File: src/rtl/pdn_rail_sequencer.sv
// Staggered power-switch sequencer for one block on the five-rail supply network.
// Optional build macro PDN_SEQ_TIMEOUT_EN adds a pg-wait timeout that faults the stuck rail.
module pdn_rail_sequencer #(
    parameter int unsigned NUM_RAILS      = 5,
    parameter int unsigned SETTLE_CYCLES  = 16,
    parameter int unsigned TIMEOUT_CYCLES = 255,
    parameter int unsigned CNT_W          = 8
) (
    input  logic                 clk,
    input  logic                 rst_n,
    input  logic                 pwr_req,
    input  logic [NUM_RAILS-1:0] rail_pg,
    output logic [NUM_RAILS-1:0] rail_en,
    output logic                 pwr_ack,
    output logic                 busy,
    output logic                 fault,
    output logic [2:0]           fault_rail
);

    typedef enum logic [2:0] {
        StOff,
        StRampUp,
        StOn,
        StRampDown,
        StFault
    } state_e;

    localparam logic [2:0]       LastIdx     = 3'(NUM_RAILS - 1);
    localparam logic [CNT_W-1:0] SettleLast  = CNT_W'(SETTLE_CYCLES - 1);
    localparam logic [CNT_W-1:0] TimeoutLast = CNT_W'(TIMEOUT_CYCLES - 1);
    localparam logic [CNT_W-1:0] CntMax      = '1;

`ifdef PDN_SEQ_TIMEOUT_EN
    localparam logic TimeoutEn = 1'b1;
`else
    localparam logic TimeoutEn = 1'b0;
`endif

    state_e               state_q, state_d;
    logic [2:0]           idx_q, idx_d;
    logic [CNT_W-1:0]     cnt_q, cnt_d;
    logic                 settling_q, settling_d;
    logic [NUM_RAILS-1:0] rail_en_q, rail_en_d;
    logic                 ack_q, ack_d;
    logic                 busy_q, busy_d;
    logic                 fault_q, fault_d;
    logic [2:0]           fault_rail_q, fault_rail_d;

    logic [NUM_RAILS-1:0] cur_bit;
    logic [NUM_RAILS-1:0] chk_mask;
    logic [NUM_RAILS-1:0] chk_low;
    logic                 pg_cur;
    logic [CNT_W-1:0]     settle_cnt;
    logic                 timeout_hit;
    logic                 go_fault;
    logic [2:0]           fault_idx;

    function automatic logic [2:0] lowest_set(input logic [NUM_RAILS-1:0] m);
        logic [2:0] r;
        r = '0;
        for (int i = int'(NUM_RAILS) - 1; i >= 0; i--) begin
            if (m[i]) begin
                r = 3'(i);
            end
        end
        return r;
    endfunction

    // Rails below idx are settled and enabled; idx itself is watched only once it has settled once.
    always_comb begin
        cur_bit     = NUM_RAILS'(1) << idx_q;
        chk_mask    = (rail_en_q & ~cur_bit) | (settling_q ? cur_bit : '0);
        chk_low     = chk_mask & ~rail_pg;
        pg_cur      = |(rail_pg & cur_bit);
        settle_cnt  = settling_q ? cnt_q : '0;
        timeout_hit = TimeoutEn && !settling_q && !pg_cur && (cnt_q == TimeoutLast);
    end

    always_comb begin
        state_d      = state_q;
        idx_d        = idx_q;
        cnt_d        = cnt_q;
        settling_d   = settling_q;
        rail_en_d    = rail_en_q;
        ack_d        = ack_q;
        busy_d       = busy_q;
        fault_d      = fault_q;
        fault_rail_d = fault_rail_q;
        go_fault     = 1'b0;
        fault_idx    = '0;

        unique case (state_q)
            StOff: begin
                if (pwr_req) begin
                    state_d    = StRampUp;
                    idx_d      = '0;
                    cnt_d      = '0;
                    settling_d = 1'b0;
                    rail_en_d  = NUM_RAILS'(1);
                    busy_d     = 1'b1;
                end
            end

            StRampUp: begin
                if (|chk_low) begin
                    go_fault  = 1'b1;
                    fault_idx = lowest_set(chk_low);
                end else if (timeout_hit) begin
                    go_fault  = 1'b1;
                    fault_idx = idx_q;
                end else if (!pwr_req) begin
                    // Rails 0..idx are on, so idx is the highest enabled rail.
                    state_d    = StRampDown;
                    rail_en_d  = rail_en_q & ~cur_bit;
                    cnt_d      = '0;
                    settling_d = 1'b0;
                end else if (pg_cur) begin
                    if (settle_cnt == SettleLast) begin
                        cnt_d      = '0;
                        settling_d = 1'b0;
                        if (idx_q == LastIdx) begin
                            state_d = StOn;
                            ack_d   = 1'b1;
                            busy_d  = 1'b0;
                        end else begin
                            idx_d     = idx_q + 3'd1;
                            rail_en_d = rail_en_q | (cur_bit << 1);
                        end
                    end else begin
                        cnt_d      = settle_cnt + 1'b1;
                        settling_d = 1'b1;
                    end
                end else if (cnt_q != CntMax) begin
                    cnt_d = cnt_q + 1'b1;
                end
            end

            StOn: begin
                if (!(&rail_pg)) begin
                    go_fault  = 1'b1;
                    fault_idx = lowest_set(~rail_pg);
                end else if (!pwr_req) begin
                    state_d   = StRampDown;
                    rail_en_d = rail_en_q & ~cur_bit;
                    ack_d     = 1'b0;
                    busy_d    = 1'b1;
                    cnt_d     = '0;
                end
            end

            StRampDown: begin
                // idx names the rail most recently disabled; pg is not consulted here.
                if (cnt_q >= SettleLast) begin
                    cnt_d = '0;
                    if (idx_q == '0) begin
                        state_d = StOff;
                        busy_d  = 1'b0;
                    end else begin
                        idx_d     = idx_q - 3'd1;
                        rail_en_d = rail_en_q & ~(cur_bit >> 1);
                    end
                end else begin
                    cnt_d = cnt_q + 1'b1;
                end
            end

            StFault: begin
                if (!pwr_req) begin
                    state_d      = StOff;
                    fault_d      = 1'b0;
                    fault_rail_d = '0;
                    idx_d        = '0;
                    cnt_d        = '0;
                end
            end

            default: begin
                state_d = StOff;
            end
        endcase

        if (go_fault) begin
            state_d      = StFault;
            rail_en_d    = '0;
            ack_d        = 1'b0;
            busy_d       = 1'b0;
            fault_d      = 1'b1;
            fault_rail_d = fault_idx;
            cnt_d        = '0;
            settling_d   = 1'b0;
        end
    end

    always_ff @(posedge clk or negedge rst_n) begin
        if (!rst_n) begin
            state_q      <= StOff;
            idx_q        <= '0;
            cnt_q        <= '0;
            settling_q   <= 1'b0;
            rail_en_q    <= '0;
            ack_q        <= 1'b0;
            busy_q       <= 1'b0;
            fault_q      <= 1'b0;
            fault_rail_q <= '0;
        end else begin
            state_q      <= state_d;
            idx_q        <= idx_d;
            cnt_q        <= cnt_d;
            settling_q   <= settling_d;
            rail_en_q    <= rail_en_d;
            ack_q        <= ack_d;
            busy_q       <= busy_d;
            fault_q      <= fault_d;
            fault_rail_q <= fault_rail_d;
        end
    end

    assign rail_en    = rail_en_q;
    assign pwr_ack    = ack_q;
    assign busy       = busy_q;
    assign fault      = fault_q;
    assign fault_rail = fault_rail_q;

endmodule

File: config.mk
export PLATFORM = sky130hd
export DESIGN_NAME = pdn_rail_sequencer
export DESIGN_NICKNAME = d
export VERILOG_FILES = /design/src/rtl/pdn_rail_sequencer.sv
export SDC_FILE = /design/constraint.sdc
export NUM_CORES = 1
export LEC_CHECK = 0
export CORE_MARGIN = 1.5
export CORE_UTILIZATION = 58
export DETAILED_ROUTE_END_ITERATION = 10
export GPL_TIMING_DRIVEN = 1
export PLACE_DENSITY = 0.77
export SETUP_SLACK_MARGIN = 0.1
export SYNTH_ARGS = -nofsm -noshare
export SYNTH_HDL_FRONTEND = slang
export SYNTH_SLANG_ARGS = --single-unit
File: constraint.sdc
create_clock -name clk -period 3.5 [get_ports clk]
set_clock_uncertainty 0.05 [all_clocks]
set_input_delay 0.35 -clock clk [delete_from_list [all_inputs] [get_ports clk]]
set_output_delay 0.35 -clock clk [all_outputs]
set_load 0.01 [all_outputs]
==> results of run 1 <==
## power by group
part           total [uW]  switching (uW)  internal, uW
combinational        1310             753           556
clock                 255             102           153
sequential            518             134           383
total                2080             990          1090
## sequential cells by signal (all words and copies together) (netlist names)
signal,cells
pwr_ack,1
idx_q,3
state_q,3
settling_q,1
fault_rail,3
cnt_q,8
busy,1
rail_en,5
fault,1
## stage by stage
step | power, uW | utilization, % | instances | hold WS [ns] | setup slack (ns)
floorplan | 1370 | - | 281 | 0.00441 | 0.935
global placement | 1790 | 68.3 | 346 | 0.408 | 0.461
detailed placement | 1790 | 68.3 | 346 | 0.416 | 0.391
CTS | 2050 | 70.2 | 350 | 0.396 | 0.459
global route | 2220 | 70.2 | 350 | 0.410 | 0.310
finish | 2080 | 70.2 | 350 | 0.382 | 0.418
## routing by layer
layer	vias to the layer above	part of all wire [%]	routed length, um
met3	17	7.9	502
met1	1074	42	2710
met5	-	0	0
met2	124	48	3040
li1	1103	-	-
met4	0	2.1	137
## worst register-to-register path, cell delays in order, from the launching register on
cell       delay, ns
dfrtp_1         0.55
or4b_2          0.72
a21oi_1         0.33
o41ai_1         0.14
buf_4           0.18
a41o_1          0.31
a2111oi_0       0.54
a2bb2oi_1       0.20
## area by class of cell
| cell class | count | area (um^2) |
|---|---|---|
| clock buffers | 3 | 41.3 |
| clock inverters | 1 | 30.0 |
| fillers | 302 | 1100 |
| inverters | 12 | 45.0 |
| multi-input cells | 231 | 1500 |
| flip-flops and latches | 26 | 651 |
| well taps | 48 | 60.1 |
| repair buffers | 29 | 263 |
## layout by cell type (no fill, tap or decap), types with 5 or more instances in the layout
cell type,synthesis,routed
inv_1,12,12
buf_4,0,11
and2_1,8,8
o21ai_0,17,17
or3_1,5,5
nor2_1,22,22
a21oi_1,14,14
nor3_1,11,11
mux2i_1,9,9
clkdlybuf4s50_1,0,18
a31oi_1,6,6
nand2b_1,11,11
dfrtp_1,26,26
nor2b_1,5,5
nand3_1,6,6
o2bb2ai_1,6,6
nand2_1,32,32
## kinds of logic after synthesis
logic type / Yosys count
AOI/OAI and AO/OA: 91
xor gates and xnor gates: 2
adders and majority gates: 3
buffers and inverters: 24
DFF: 26
muxes: 11
and+or+nand+nor: 124
## worst min-delay path by stage
stage / start / end / slack, ns
2_1_floorplan: rst_n / busy / 0.004
6_report: rst_n / state_q[0] / 0.38
3_3_place_gp: fault / fault / 0.41
3_5_place_dp: fault_rail[1] / fault_rail[1] / 0.42
4_1_cts: rst_n / state_q[0] / 0.40
5_1_grt: rst_n / state_q[2] / 0.41
==> results.md, run 1 <==
- Run status: finished, final reports clean
- Vias: ~2300
- Synth top area share: between 20 and 30%
- Post_cts resized: 0
- Number of flops mapped to enable cells by yosys: 0
- Clock transition at path regs: 0.10 ns
- Met2 Use GR: roughly 52%
- Max-slew violation count: 0
- Post-Syn Instances: 281
- DR iter-0 viols: 273
- Netlist cell types: 66
- Max Cap Violations: 0
- # H-tree levels: 1
- Worst-path maximum fanout: 14
- Worst-margin pin slew: between 0.7 and 0.8 ns
- WS Path Type: flop to flop
- Top post-synthesis cells by count: nand2_1 (32), dfrtp_1 (26), nor2_1 (22)
- Rows: 22
- Final ANT Viol Nets: 0
- Final hold viol count: 0
- Port bufs: 18
- DR pass1 iterations: 5
- Initial antenna violation count: 0
- Total GRT Usage: 31.8%
- #FFs+latches synth: 26
- Reg-to-reg startpoint: idx_q[1]
- Simple-gate share of the synthesized area: 29.4%
- Clock buffer depth: 2
- Post-DP Area: 2520 um^2
- Worst Hold Class: input port to async pin
- Post-synth top area cell: dfrtp_1
- Worst flop-to-flop path endpoint: cnt_q[0]
- DRC violations left: 0
- Setup Buffers After CTS: 0
- Clk_lat worst skew: around 0.28 ns
- Setup Viol. Count Final: 0
- Ys flop type: dfrtp_1
- Ys Warns: 0
- Routability Congestion: 0.951
- CP arrival: between 3 and 4 ns
- Routed WL: 6380 um
- Asr flop ratio synth: 100%
- DIE AREA: 4270 um^2
- Startpoint Class: flop
- Mapped Nets: about 290
- CP startpoint: idx_q[1]
- Setup TNS Final: 0 ns
- Post-synthesis mux area share: under 10%
- Tcrit/Tclk final: 88.1%
- Reg2Reg Depth: 7
- Average size of a mapped cell: 8.02 um^2
- Area fraction in compound gates after synthesis: 29.4%
- Total gr overflow: 0
- Routed len/inst: between 15 and 20 um
- Slew HR: 52.1%
- Largest net degree at the start of global routing: 27
- Critical path's top delay family: compound AO/OA/AOI/OAI gates
- Crit-path cells: or4b_2 -> a21oi_1 -> o41ai_1 -> buf_4 -> a41o_1 -> a2111oi_0 -> a2bb2oi_1
- CP Capture Point: cnt_q[0]
- Nets: 314
- Mean number of vias per cell: 6.62
- DPL Wire Length: approximately 4700 um
- Die X: around 65 um
- Static Leak: roughly 0.0011 uW
- Most common cell in the netlist: nand2_1
- Ant. Diodes: 0
- CTS tree: done
- Unrepaired setup endpoints after global routing: no
- Root Buffer: clkbuf_8
- Worst vdd ir: 410 uV
- CP bufs+invs: 1
- Met3 Track Usage GR: approximately 4.8%
- Core footprint: 3690 um^2
- Hold-fix buffers, CTS: 0
- Clk sinks: 26
- Share of layout cells above drive strength 1: 9.60%
- Sequential area share after synthesis: just under 30%
- Critical Path Stages: 7
- Inserted Clock Buffers: 3
- Met1 usage: 43.2%
- Largest family of logic cells by synthesized area: compound AO/OA/AOI/OAI gates
- Worst endpoint required time: 3.65 ns
- Die H: 65.3 um
- Flop2flop setup slack: roughly 0.42 ns
- Max Freq: 0.324 GHz
- CP max-delay cell: or4b_2
- CP endpoint kind: flop
- Vias in the first global route: 2187
- XOR/XNOR Fraction of Synth Area: less than 1%
- Initial core utilization: ~61%
- Area contributors post-synth: dfrtp_1 (29%), nand2_1 (5.3%), mux2i_1 (4.0%)
- First-pass GRT wire length: 10500 um
- Mapped cell area: 2250 um^2
- Pwr Density: between 800 and 900 nW/um^2
- Adder-cell area share of the yosys netlist: 2.00%
- I/O pin total: 19
- GR peak layer: met2
- Design Area, Final: about 2600 um^2
- Area grow syn2layout: 14.9%
- Fin crit period: a little over 3 ns
- CP max stage delay: 0.72 ns
No activity file was read; power rests on OpenSTA's default activity.
==> inputs of run 2 (changes only) <==
--- a/config.mk
+++ b/config.mk
@@ -9,7 +9,7 @@
 export CORE_UTILIZATION = 58
 export DETAILED_ROUTE_END_ITERATION = 10
 export GPL_TIMING_DRIVEN = 1
-export PLACE_DENSITY = 0.77
+export PLACE_DENSITY = 0.84
 export SETUP_SLACK_MARGIN = 0.1
 export SYNTH_ARGS = -nofsm -noshare
 export SYNTH_HDL_FRONTEND = slang
==> results.md, run 2 (synthesis gave the netlist of run 1 again) <==
- Inserted Clock Buffers: 3
- DPL Wire Length: 4830 um
- Max Cap Violations: 0
- Vias: 2400
- Worst-margin pin slew: ~0.90 ns
- Die H: approximately 65 um
- Setup Buffers After CTS: 0
- Initial antenna violation count: 0
- Clock buffer depth: 2
- Met3 Track Usage GR: 4.45%
- Tcrit/Tclk final: 90.5%
- Unrepaired setup endpoints after global routing: no
- Worst vdd ir: ~310 uV
- CP arrival: 3.32 ns
- Clk sinks: 26
- WS Path Type: flop to flop
- Initial core utilization: between 60% and 70%
- Share of layout cells above drive strength 1: 9.60%
- Max-slew violation count: 0
- Commonest non-fill, non-tap cell in the layout: nand2_1
- Routability Congestion: 0.971
- # H-tree levels: 1
- GR peak layer: met2
- CP endpoint kind: flop
- Met1 usage: approximately 45%
- Routed WL: 6430 um
- Hold WS: between 0.3 and 0.4 ns
- Port bufs: 18
- Total gr overflow: 0
- Top reg by flops: cnt_q
- Startpoint Class: flop
- Met2 Use GR: 50.8%
- Layout fillers: 305
- DIE AREA: 4270 um^2
- Fin crit period: 3.17 ns
- Post_cts resized: 0
- Max reg flops: 8
- Setup TNS Final: 0 ns
- Routed len/inst: roughly 18 um
- Static Leak: 0.00105 uW
- I/O pin total: 19
- Vias in the first global route: 2240
- Area grow syn2layout: 14.2%
- Final hold viol count: 0
- Run status: finished, final reports clean
- Root Buffer: clkbuf_8
- Setup Viol. Count Final: 0
- Worst endpoint required time: 3.65 ns
- Multi-input gate area: 1500 um^2
- Pwr Density: between 700 and 800 nW/um^2
- Mean number of vias per cell: ~6.9
- Worst-path maximum fanout: 15
- First-pass GRT wire length: roughly 11000 um
- Most frequent cells in the layout: nand2_1 (32), dfrtp_1 (26), nor2_1 (22)
- Hold-fix buffers, CTS: 0
- Reg area: 651 um^2
- Final ANT Viol Nets: 0
- Die X: 65.3 um
- CTS tree: done
- Core footprint: 3690 um^2
- DR pass1 iterations: 5
- Max Freq: 0.316 GHz
- Nets: 314
- DRC violations left: 0
- Total GRT Usage: 32.4%
- Slew HR: 39.9%
- Rows: 22
- Ant. Diodes: 0
- Clk_lat worst skew: 0.28 ns
- DR iter-0 viols: 338
- Worst Hold Class: input port to async pin
- Fin util: 69.8%
- Clock transition at path regs: approximately 0.090 ns
- Largest net degree at the start of global routing: 27
run 2: cell count changes in the layout (fill, tap and decap cells not counted):
cell       delta
bufinv_16     -1
clkbuf_8      +1
run 2: layout make-up:
cell class / instances / area share, %
Inverter: 12 / 1.75
Clock buffer: 4 / 2.14
Multi-Input combinational cell: 231 / 58.3
Timing Repair Buffer: 29 / 10.2
Sequential cell: 26 / 25.3
Tap cell: 48 / 2.33
run 2: report_power, final:
group	switching (uW)	internal [uW]	total, uW
Combinational	749	547	1300
Sequential	135	383	519
Clock	101	101	202
Total	986	1030	2020
run 2: critical path: stages (launching register included):
cell       delay, ns
dfrtp_1         0.62
mux2i_1         0.14
o32ai_1         0.75
nor2_1          0.31
a41o_1          0.47
a2111oi_0       0.50
a2bb2oi_1       0.23
run 2: metal layers:
layer | vias to the layer above | wire length (um) | share of wire, %
met5 | - | 0 | 0
met4 | 0 | 178 | 2.8
met3 | 23 | 621 | 9.7
met2 | 146 | 2990 | 47
met1 | 1120 | 2630 | 41
li1 | 1111 | - | -
run 2: path summary, 6_finish.rpt:
path | from | endpoint | slack, ns | cells past startpoint
setup / recovery | idx_q[2] | cnt_q[0] | 0.33 | 6
hold reg to reg | fault | fault | 0.44 | 2
max in group asynchronous | rst_n | cnt_q[7] | 2.76 | 2
setup reg to reg | idx_q[2] | cnt_q[0] | 0.33 | 6
min in group clk | fault | fault | 0.44 | 2
hold / removal | rst_n | cnt_q[6] | 0.39 | 2
run 2: through the flow:
| step | cell area, um^2 | setup slack, ns | total power [uW] | cells |
|---|---|---|---|---|
| 6_report | 2570 | 0.332 | 2020 | 350 |
| 5_1_grt | 2570 | 0.237 | 2150 | 350 |
| 4_1_cts | 2570 | 0.387 | 1990 | 350 |
| 3_5_place_dp | 2520 | 0.141 | 1780 | 346 |
| 3_3_place_gp | 2520 | 0.164 | 1770 | 346 |
| 2_1_floorplan | 2250 | 0.935 | 1370 | 281 |
